[src/rtl/fx_mac_seq_if.sv]
// Handshake bundle for fx_mac_seq: the input pair stream and the result port.
// Signal suffixes give the direction as seen by the sequencer.
interface fx_mac_seq_if #(
  parameter int WIDTH = 8
);
  logic                    s_vld_i;
  logic                    s_rdy_o;
  logic signed [WIDTH-1:0] s_w_i;
  logic signed [WIDTH-1:0] s_d_i;
  logic                    s_last_i;
  logic signed [WIDTH-1:0] res_o;
  logic                    res_vld_o;
  logic                    res_rdy_i;

  modport master (
    output s_vld_i, s_w_i, s_d_i, s_last_i, res_rdy_i,
    input  s_rdy_o, res_o, res_vld_o
  );

  modport slave (
    input  s_vld_i, s_w_i, s_d_i, s_last_i, res_rdy_i,
    output s_rdy_o, res_o, res_vld_o
  );
endinterface

[src/rtl/fx_mac_seq.sv]
// Producer-side sequencer for the fixed-point MAC: buffers one vector of up to K
// weight/data pairs, replays it over exactly K cycles, then returns the MAC result.
module fx_mac_seq #(
  parameter int WIDTH   = 8,
  parameter int K       = 8,
  parameter int WK      = $clog2(K),
  parameter int MAC_LAT = 3
) (
  input  logic                    clk,
  input  logic                    rstn,
  fx_mac_seq_if.slave             s,
  output logic signed [WIDTH-1:0] mac_w_o,
  output logic signed [WIDTH-1:0] mac_d_o,
  output logic                    mac_clr_o,
  input  logic signed [WIDTH-1:0] mac_acc_i,
  output logic                    len_err_o
);

  localparam int WL = $clog2(MAC_LAT) + 1;

  typedef enum logic [1:0] {LOAD, ISSUE, WAIT, OUT} state_t;

  state_t                  state_q, state_d;
  logic [WK-1:0]           cnt_q, cnt_d;
  logic [WK:0]             len_q, len_d;
  logic [WL-1:0]           wcnt_q, wcnt_d;
  logic signed [WIDTH-1:0] mac_w_q, mac_w_d;
  logic signed [WIDTH-1:0] mac_d_q, mac_d_d;
  logic                    mac_clr_q, mac_clr_d;
  logic signed [WIDTH-1:0] res_q, res_d;
  logic                    res_vld_q, res_vld_d;
  logic                    s_rdy_q, s_rdy_d;

  logic [2*WIDTH-1:0]      mem_q [K];

  logic                    accept;
  logic                    at_full;
  logic                    term;
  logic [WK:0]             nxt_idx;

  always_comb begin
    accept    = s.s_vld_i & s_rdy_q;
    at_full   = (cnt_q == WK'(K - 1));
    term      = accept & (s.s_last_i | at_full);
    len_err_o = accept & at_full & ~s.s_last_i;
    nxt_idx   = {1'b0, cnt_q} + (WK+1)'(1);

    state_d   = state_q;
    cnt_d     = cnt_q;
    len_d     = len_q;
    wcnt_d    = wcnt_q;
    mac_w_d   = '0;
    mac_d_d   = '0;
    mac_clr_d = 1'b0;
    res_d     = res_q;

    unique case (state_q)
      LOAD: begin
        if (accept) begin
          if (term) begin
            // Pair 0 is staged now so it is on the MAC bus in the first ISSUE cycle;
            // a 1-pair vector has to bypass the buffer write happening this cycle.
            state_d   = ISSUE;
            cnt_d     = '0;
            len_d     = nxt_idx;
            mac_clr_d = 1'b1;
            if (cnt_q == '0) begin
              mac_w_d = s.s_w_i;
              mac_d_d = s.s_d_i;
            end else begin
              {mac_w_d, mac_d_d} = mem_q[0];
            end
          end else begin
            cnt_d = cnt_q + WK'(1);
          end
        end
      end
      ISSUE: begin
        // cnt_q is the pair currently on the bus; stage the next one or zero padding.
        cnt_d = cnt_q + WK'(1);
        if (nxt_idx < len_q) begin
          {mac_w_d, mac_d_d} = mem_q[nxt_idx[WK-1:0]];
        end
        if (at_full) begin
          cnt_d   = '0;
          wcnt_d  = '0;
          state_d = WAIT;
        end
      end
      WAIT: begin
        wcnt_d = wcnt_q + WL'(1);
        if (wcnt_q == WL'(MAC_LAT - 1)) begin
          res_d   = mac_acc_i;
          state_d = OUT;
        end
      end
      OUT: begin
        if (s.res_rdy_i) begin
          state_d = LOAD;
        end
      end
      default: state_d = LOAD;
    endcase

    s_rdy_d   = (state_d == LOAD);
    res_vld_d = (state_d == OUT);
  end

  always_ff @(posedge clk or negedge rstn) begin
    if (!rstn) begin
      state_q   <= LOAD;
      cnt_q     <= '0;
      len_q     <= '0;
      wcnt_q    <= '0;
      mac_w_q   <= '0;
      mac_d_q   <= '0;
      mac_clr_q <= 1'b0;
      res_q     <= '0;
      res_vld_q <= 1'b0;
      s_rdy_q   <= 1'b0;
    end else begin
      state_q   <= state_d;
      cnt_q     <= cnt_d;
      len_q     <= len_d;
      wcnt_q    <= wcnt_d;
      mac_w_q   <= mac_w_d;
      mac_d_q   <= mac_d_d;
      mac_clr_q <= mac_clr_d;
      res_q     <= res_d;
      res_vld_q <= res_vld_d;
      s_rdy_q   <= s_rdy_d;
    end
  end

  // Pair buffer has no reset: its contents are only read after being written.
  always_ff @(posedge clk) begin
    if (accept) begin
      mem_q[cnt_q] <= {s.s_w_i, s.s_d_i};
    end
  end

  assign s.s_rdy_o   = s_rdy_q;
  assign s.res_o     = res_q;
  assign s.res_vld_o = res_vld_q;
  assign mac_w_o     = mac_w_q;
  assign mac_d_o     = mac_d_q;
  assign mac_clr_o   = mac_clr_q;

endmodule

[src/flat_wrapper.sv]
// flat-port wrapper written by rule: the top's interface ports become plain ports
module fx_mac_seq_flat 
#(
  parameter int WIDTH   = 8,
  parameter int K       = 8,
  parameter int WK      = $clog2(K),
  parameter int MAC_LAT = 3
)
  (clk, rstn, mac_w_o, mac_d_o, mac_clr_o, mac_acc_i, len_err_o, s_s_vld_i, s_s_w_i, s_s_d_i, s_s_last_i, s_res_rdy_i, s_s_rdy_o, s_res_o, s_res_vld_o);
  fx_mac_seq_if #(.WIDTH(WIDTH)) s_i ();
  input  logic clk;
  input  logic rstn;
  output logic signed [WIDTH-1:0] mac_w_o;
  output logic signed [WIDTH-1:0] mac_d_o;
  output logic mac_clr_o;
  input  logic signed [WIDTH-1:0] mac_acc_i;
  output logic len_err_o;
  input wire logic [$bits(s_i.s_vld_i)-1:0] s_s_vld_i;
  input wire logic [$bits(s_i.s_w_i)-1:0] s_s_w_i;
  input wire logic [$bits(s_i.s_d_i)-1:0] s_s_d_i;
  input wire logic [$bits(s_i.s_last_i)-1:0] s_s_last_i;
  input wire logic [$bits(s_i.res_rdy_i)-1:0] s_res_rdy_i;
  output wire logic [$bits(s_i.s_rdy_o)-1:0] s_s_rdy_o;
  output wire logic [$bits(s_i.res_o)-1:0] s_res_o;
  output wire logic [$bits(s_i.res_vld_o)-1:0] s_res_vld_o;
  assign s_i.s_vld_i = s_s_vld_i;
  assign s_i.s_w_i = s_s_w_i;
  assign s_i.s_d_i = s_s_d_i;
  assign s_i.s_last_i = s_s_last_i;
  assign s_i.res_rdy_i = s_res_rdy_i;
  assign s_s_rdy_o = s_i.s_rdy_o;
  assign s_res_o = s_i.res_o;
  assign s_res_vld_o = s_i.res_vld_o;
  fx_mac_seq #(.WIDTH(WIDTH), .K(K), .WK(WK), .MAC_LAT(MAC_LAT)) u_core (.clk(clk), .rstn(rstn), .s(s_i), .mac_w_o(mac_w_o), .mac_d_o(mac_d_o), .mac_clr_o(mac_clr_o), .mac_acc_i(mac_acc_i), .len_err_o(len_err_o));
endmodule
[config.mk]
export PLATFORM = sky130hd
export DESIGN_NAME = fx_mac_seq_flat
export DESIGN_NICKNAME = d
export VERILOG_FILES = /design/src/rtl/fx_mac_seq_if.sv /design/src/rtl/fx_mac_seq.sv /design/src/flat_wrapper.sv
export SDC_FILE = /design/constraint.sdc
export NUM_CORES = 1
export LEC_CHECK = 0
export CAP_MARGIN = 10
export CELL_PAD_IN_SITES_DETAIL_PLACEMENT = 0
export CELL_PAD_IN_SITES_GLOBAL_PLACEMENT = 2
export CORE_ASPECT_RATIO = 1.4
export CORE_UTILIZATION = 30
export CTS_BUF_LIST = sky130_fd_sc_hd__clkbuf_8
export CTS_CLUSTER_SIZE = 25
export DETAILED_ROUTE_END_ITERATION = 10
export PLACE_DENSITY = 0.64
export SLEW_MARGIN = 10
export SYNTH_ARGS = -nofsm -noshare
export SYNTH_HDL_FRONTEND = slang
export SYNTH_SLANG_ARGS = --single-unit
[constraint.sdc]
create_clock -name clk -period 3.26 [get_ports clk]
set_input_delay 0.489 -clock clk [delete_from_list [all_inputs] [get_ports clk]]
set_output_delay 0.489 -clock clk [all_outputs]
set_load 0.01 [all_outputs]
==> summary.md, run 1 <==
| Metric | Value |
|---|---|
| Standard-cell rows | 64 |
| WL final | roughly 14000 um |
| Netlist cell types | 36 |
| Crit. End Element | output port |
| Synthesized area per cell | 19.18 um2 |
| Layout cells sized above 1 | 0.1908 |
| Comb pwr share | 0.353 |
| DIE AREA | 23120 um2 |
| VDD IR max | approximately 0.00052 V |
| DIE WIDTH | approximately 130 um |
| Final nets | ~460 |
| Final hold vios | 0 |
| Ys Warns | 0 |
| Critical path's largest stage delay | between 0.5 and 0.6 ns |
| TritonCTS clock tree | done |
| Period utilisation layout | 0.7990 |
| # resized after CTS | 0 |
| Min Tclk post-route | 2.605 ns |
| CTS Hold Bufs | 0 |
| Largest net degree at the start of global routing | 40 |
| Placeable Area | about 22000 um2 |
| CP Data Arrival Time | approximately 2.1 ns |
| Post-layout util | 0.3672 |
| Avg Vias per Cell | between 4 and 5 |
| Iter 0 DRT Violations | between 200 and 250 |
| Buffers on Ports | 56 |
| Flop pwr share | 0.421 |
| Outcome | finished, final reports clean |
| Switching share of power | 0.3246 |
| Critical Path RT | 2.77 ns |
| DP Wirelength | between 8000 and 9000 um |
| Ys flop type | edfxtp_1 |
| # IOs | between 50 and 60 |
| Worst-path clk slew | roughly 0.090 ns |
| Vias in the first global route | approximately 3700 |
| Most frequent CP cell | clkdlybuf4s50_1 |
| TritonRoute pass-1 iters | 4 |
| Antenna fix cells | 0 |
| H-tree depth | 4 |
| Final Skew | 0.01054 ns |
| Initial antenna violation count | 0 |
| Cts bufs inserted | 17 |
| FMAX | about 380 MHz |
| Post-synth EDFFs | 128 |
| P&R area growth vs syn | 19.35% |
| Max FO, Critical Path | 8 |
| DRC errors left | 0 |
| Pins Over Slew Limit | 0 |
| WL/cell | just under 20 um |
| Worst path top cell family by delay | buffers and inverters |
| Total track usage | 0.1318 |
| Commonest cells after routing, fill and taps aside | edfxtp_1, clkdlybuf4s50_1, dfrtp_1 |
| Die H | approximately 180 um |
| Worst-Margin Slew | 1.026 ns |
| Fin Setup TNS | 0 ns |
| Power Density | around 800 nW/um2 |
| Worst hold path type | primary input to asynchronous set/reset pin |
| Max Cap Violations | 0 |
| Commonest non-fill, non-tap cell in the layout | edfxtp_1 |
| Antenna Violating Nets Remaining | 0 |
| Vias | about 3400 |
| First-pass GRT wire length | roughly 22000 um |
| Mapped Area | just under 7000 um2 |
| RSZ-0062 raised after global routing | false |
| Clock sink total | between 150 and 200 |
| Post-CTS setup buffer count | 0 |
| Critical path's slowest cell | clkdlybuf4s50_1 |
| # setup viols final | 0 |
| Post-Synthesis Cells | about 350 |
| Initial core utilization | 0.3077 |
| Pleak | between 2 and 3 nW |
| Critical Path, Cell by Cell | clkdlybuf4s50_1 -> nand2_1 -> nor2_1 -> and2_1 -> clkdlybuf4s50_1 |
| Buf/Inv on CP | 2 |
| Clock power frac | 0.226 |
| Skew-Pair Late Insertion Delay | 0.45 ns |
| Worst slew margin | 0.3159 |
| Gr ovfl total | 0 |
| Mapped Nets | between 300 and 400 |
| Synthesized flop and latch total | about 170 |
| Placer congestion estimate | 0.6964 |
| Sw power | 2.125 mW |
| Post-synthesis sequential area ratio | 0.7139 |
| Root Driver | clkbuf_8 |
| Int Power | approximately 4.4 mW |
| Longest Clk Path Bufs | 2 |
| Critical path class | primary input to output port |
| Crit path launch type | primary input |
| Async SR Flop Fraction | 0.2335 |
## worst register-to-register path, cell delays in order (launching register included)
cell and delay [ns]:
dfrtp_2 0.44, buf_4 0.26, nand3_1 0.18, inv_1 0.06, ha_1 0.34, nand2_1 0.09
o21ai_2 0.78, o22ai_1 0.22
## flip-flops by register name (all words and copies together), names as in the netlist
name                count
u_core.s.s_rdy_o        1
u_core.mac_clr_o        1
u_core.s.res_o          8
u_core.wcnt_q           3
u_core.len_q            4
u_core.cnt_q            3
u_core.s.res_vld_o      1
u_core.mac_d_o          8
u_core.mac_w_o          8
u_core.state_q          2
u_core.mem_q          128
## final timing paths
kind	start	end	slack [ns]	cells past startpoint
worst max-delay path	s_s_vld_i	len_err_o	0.66	5
worst min-delay path	rstn	u_core.mac_d_o[3]	0.21	1
worst max register to register	u_core.cnt_q[0]	u_core.mac_w_o[0]	0.75	7
worst min register to register	u_core.len_q[1]	u_core.len_q[1]	0.49	2
max in group asynchronous	rstn	u_core.cnt_q[0]	2.35	1
min in group clk	u_core.len_q[1]	u_core.len_q[1]	0.49	2
## routing by layer
layer / up-vias / wire [um] / track usage
li1: 1551 / - / -
met1: 1803 / 5856 / 0.1535
met2: 71 / 7692 / 0.2314
met3: 16 / 544 / 0.03036
met4: 0 / 218 / 0.05224
met5: - / 0 / 0
## area by class of cell
| cell class | instances | area, um2 |
|---|---|---|
| clock buffer | 18 | 247.7 |
| clock inverter | 14 | 150.1 |
| fill | 2067 | 13880 |
| inverter | 11 | 41.29 |
| multi-input combinational | 156 | 1760 |
| sequential | 167 | 4821 |
| tap | 297 | 371.6 |
| timing repair buffer | 69 | 665.6 |
## cells in the mapped netlist, drive strengths merged, types with 2 or more instances
| master | n | area, um2 |
|---|---|---|
| ha | 8 | 100.1 |
| a21oi | 6 | 30.03 |
| mux4 | 32 | 773.2 |
| o22ai | 16 | 100.1 |
| edfxtp | 128 | 3844 |
| dfrtp | 39 | 975.9 |
| nand3 | 2 | 10.01 |
| clkbuf | 2 | 11.26 |
| nand2 | 12 | 45.04 |
| mux2i | 32 | 320.3 |
| inv | 11 | 41.29 |
| nor4 | 2 | 12.51 |
| o21ai | 8 | 43.79 |
| nor2 | 13 | 48.80 |
| nor3 | 3 | 15.01 |
| buf | 16 | 148.9 |
| a211oi | 2 | 15.01 |
| mux2 | 9 | 101.4 |
## power by group through the flow
stage               clock, mW  combinational, mW  sequential, mW
finish                   1.48               2.31            2.76
global route             1.61               2.52            2.79
detailed placement          0               2.36            2.81
global placement            0               2.33            2.80
CTS                      1.53               2.37            2.76
floorplan                   0               1.71            2.79
## per-stage QoR
stage                     setup WS, ns  hold WS (ns)  instances  area, um2  total power [mW]
after detailed placement        0.6623        0.4720        700       7660             5.171
after floorplan                 0.3431        0.1934        352       6751             4.503
final                           0.6552        0.2122        732       8058             6.545
after global routing            0.5218        0.2641        732       8058             6.917
after CTS                       0.6222        0.2291        732       8058             6.658
after global placement          0.6615        0.4642        700       7660             5.131
## kinds of logic (layout without fill, tap and decap cells)
family                     Yosys count  count (layout)  share of synthesized area
and+or+nand+nor                     36              36                    0.02409
adders and majority gates            8               8                    0.01483
DFF                                167             167                     0.7139
AOI/OAI and AO/OA                   39              39                    0.04040
buffers and inverters               29             112                    0.02984
muxes                               73              73                     0.1770
Note: power is estimated with default switching activity, not from simulation.
==> run 2, diff against run 1 <==
==> constraint.sdc (replaced) <==
create_clock -name clk -period 2.7 [get_ports clk]
set_input_delay 0.405 -clock clk [delete_from_list [all_inputs] [get_ports clk]]
set_output_delay 0.405 -clock clk [all_outputs]
set_load 0.01 [all_outputs]
==> run 2 against run 1 <==
Against the previous run: worst setup slack worse by 0.43 ns; first-iteration DRC count down 22%; clock skew up 0.0024 ns; clock power up 28%; die area unchanged; cell area up 1.2%; total power up 23%; worst hold slack better by 0.27 ns; combinational power up 24%; critical path type is now flip-flop to flip-flop.
==> summary.md, run 2 (synthesis gave the netlist of run 1 again) <==
| Metric | Value |
|---|---|
| Most frequent CP cell | ha_1 |
| Placed insts | 708 |
| Clock sink total | about 170 |
| Die H | between 150 and 200 um |
| Pins Over Slew Limit | 0 |
| WL/cell | approximately 20 um |
| WL final | 14600 um |
| Top reg by flops | u_core.mem_q |
| Critical Path, Cell by Cell | buf_4 -> inv_1 -> ha_1 -> ha_1 -> a21oi_1 -> o21ai_2 -> o22ai_1 |
| Final nets | about 470 |
| Outcome | finished, final reports clean |
| Critical path's slowest cell | o21ai_2 |
| Worst-Margin Slew | around 0.98 ns |
| Placed cell area | approximately 7700 um2 |
| Largest net degree at the start of global routing | 35 |
| RSZ-0062 raised after global routing | false |
| Hold_sp | u_core.len_q[0] |
| H-tree depth | 4 |
| Root Driver | clkbuf_8 |
| Fin Setup TNS | 0 ns |
| Placeable Area | around 22000 um2 |
| Vias | 3453 |
| Gr ovfl total | 0 |
| Worst r2r path cells | 7 |
| Placer congestion estimate | 0.6814 |
| Layout cells sized above 1 | 0.2050 |
| Reg2Reg Setup Slack | roughly 0.23 ns |
| DP Wirelength | about 8800 um |
| Final Skew | around 0.013 ns |
| Antenna Violating Nets Remaining | 0 |
| Iter 0 DRT Violations | 171 |
| P&R area growth vs syn | 20.77% |
| CTS Hold Bufs | 1 |
| Commonest non-fill, non-tap cell in the layout | edfxtp_1 |
| # setup viols final | 0 |
| Final hold vios | 0 |
| First-pass GRT wire length | around 22000 um |
| Worst hold path type | flip-flop to flip-flop |
| Critical Path RT | 3.00 ns |
| Number of fill cells | between 2000 and 2500 |
| FMAX | a little over 400 MHz |
| CP Data Arrival Time | around 2.8 ns |
| Initial antenna violation count | 0 |
| WHS Path Cells | 2 |
| Avg Vias per Cell | about 4.7 |
| DIE AREA | ~23000 um2 |
| Post-CTS setup buffer count | 0 |
| Final non-filler cell total | approximately 740 |
| R2r startpoint | u_core.cnt_q[1] |
| Cts bufs inserted | 17 |
| DIE WIDTH | around 130 um |
| Worst-path clk slew | 0.09 ns |
| Max Cap Violations | 0 |
| TritonCTS clock tree | done |
| Vias in the first global route | 3777 |
| Pleak | a little under 3 nW |
| Hold EP | u_core.len_q[0] |
| Longest Clk Path Bufs | 2 |
| Standard-cell rows | 64 |
| TritonRoute pass-1 iters | 4 |
| VDD IR max | 0.0004351 V |
| Initial core utilization | 0.3077 |
| Critical path class | flip-flop to flip-flop |
| Worst R2R End | u_core.mac_d_o[3] |
| Multi-input logic area | 1778 um2 |
| # resized after CTS | 0 |
| Skew-Pair Late Insertion Delay | around 0.46 ns |
| Min Tclk post-route | around 2.5 ns |
| Worst slew margin | 0.3473 |
| Crit. End Element | flip-flop |
| Antenna fix cells | 0 |
| Buffers on Ports | 56 |
| Critical path's largest stage delay | approximately 0.76 ns |
| Crit path launch type | flip-flop |
| Finished Cell Area | roughly 8000 um2 |
| DRC errors left | 0 |
| FF/Latch Area | between 4000 and 5000 um2 |
| Max FO, Critical Path | 16 |
| Commonest cells after routing, fill and taps aside | edfxtp_1, clkdlybuf4s50_1, dfrtp_1 |
| # IOs | 57 |
| Max FFs per register | 128 |
| Period utilisation layout | 0.9157 |
| Total track usage | 0.1356 |
| Power Density | roughly 990 nW/um2 |
-- run 2: changes by cell type in the layout (fill, tap and decap cells not counted), sizes merged --
cell / before / now
clkinvlp: 2 / 5
bufinv: 2 / 4
clkbuf: 18 / 17
inv: 18 / 13
clkinv: 3 / 4
buf: 14 / 22
dlygate4sd3: 0 / 1
-- run 2: per-layer routing --
layer | vias to the layer above | share of wire | GRT usage
met4 | 0 | 0.016 | 0.04941
li1 | 1570 | - | -
met5 | - | 0 | 0
met2 | 64 | 0.54 | 0.2402
met1 | 1804 | 0.42 | 0.1592
met3 | 15 | 0.029 | 0.02917
-- run 2: area by class of cell --
type / count / share of cell area
Sequential cell: 167 / 0.5912
Clock buffer: 17 / 0.02869
Inverter: 11 / 0.005064
Tap cell: 297 / 0.04557
Timing Repair Buffer: 78 / 0.08869
Multi-Input combinational cell: 156 / 0.2180
Clock inverter: 15 / 0.02271
-- run 2: how the worst max path moves through the flow --
stage	startpoint	end	slack, ns
6_report	u_core.cnt_q[1]	u_core.mac_d_o[3]	0.23
3_5_place_dp	u_core.cnt_q[1]	u_core.mac_w_o[6]	0.21
4_1_cts	u_core.cnt_q[1]	u_core.mac_d_o[3]	0.19
5_1_grt	u_core.cnt_q[0]	u_core.mac_d_o[3]	0.07
3_3_place_gp	u_core.cnt_q[0]	u_core.mac_d_o[1]	0.28
2_1_floorplan	u_core.cnt_q[0]	u_core.mem_q[2][0]	0.17
-- run 2: per-stage QoR --
stage | hold slack, ns | util | power, mW | setup slack [ns]
after floorplan | 0.1094 | - | 5.446 | 0.1731
after global placement | 0.4677 | 0.3521 | 6.260 | 0.2794
after detailed placement | 0.4722 | 0.3521 | 6.330 | 0.2068
after CTS | 0.4915 | 0.3716 | 8.255 | 0.1906
after global routing | 0.5249 | 0.3716 | 8.549 | 0.07049
final | 0.4858 | 0.3716 | 8.078 | 0.2277
-- run 2: critical path: cells and delay by family, from the launching register on --
family          cells  cell delay, ns
compound gates      3            1.06
buf+inv             2            0.29
flops               1            0.39
fa+ha+maj           2            0.57
-- run 2: where the power goes --
part           switching [mW]  internal, mW  total [mW]
sequential              0.178          3.13        3.30
combinational            1.49          1.38        2.87
clock                   0.907         0.993        1.90
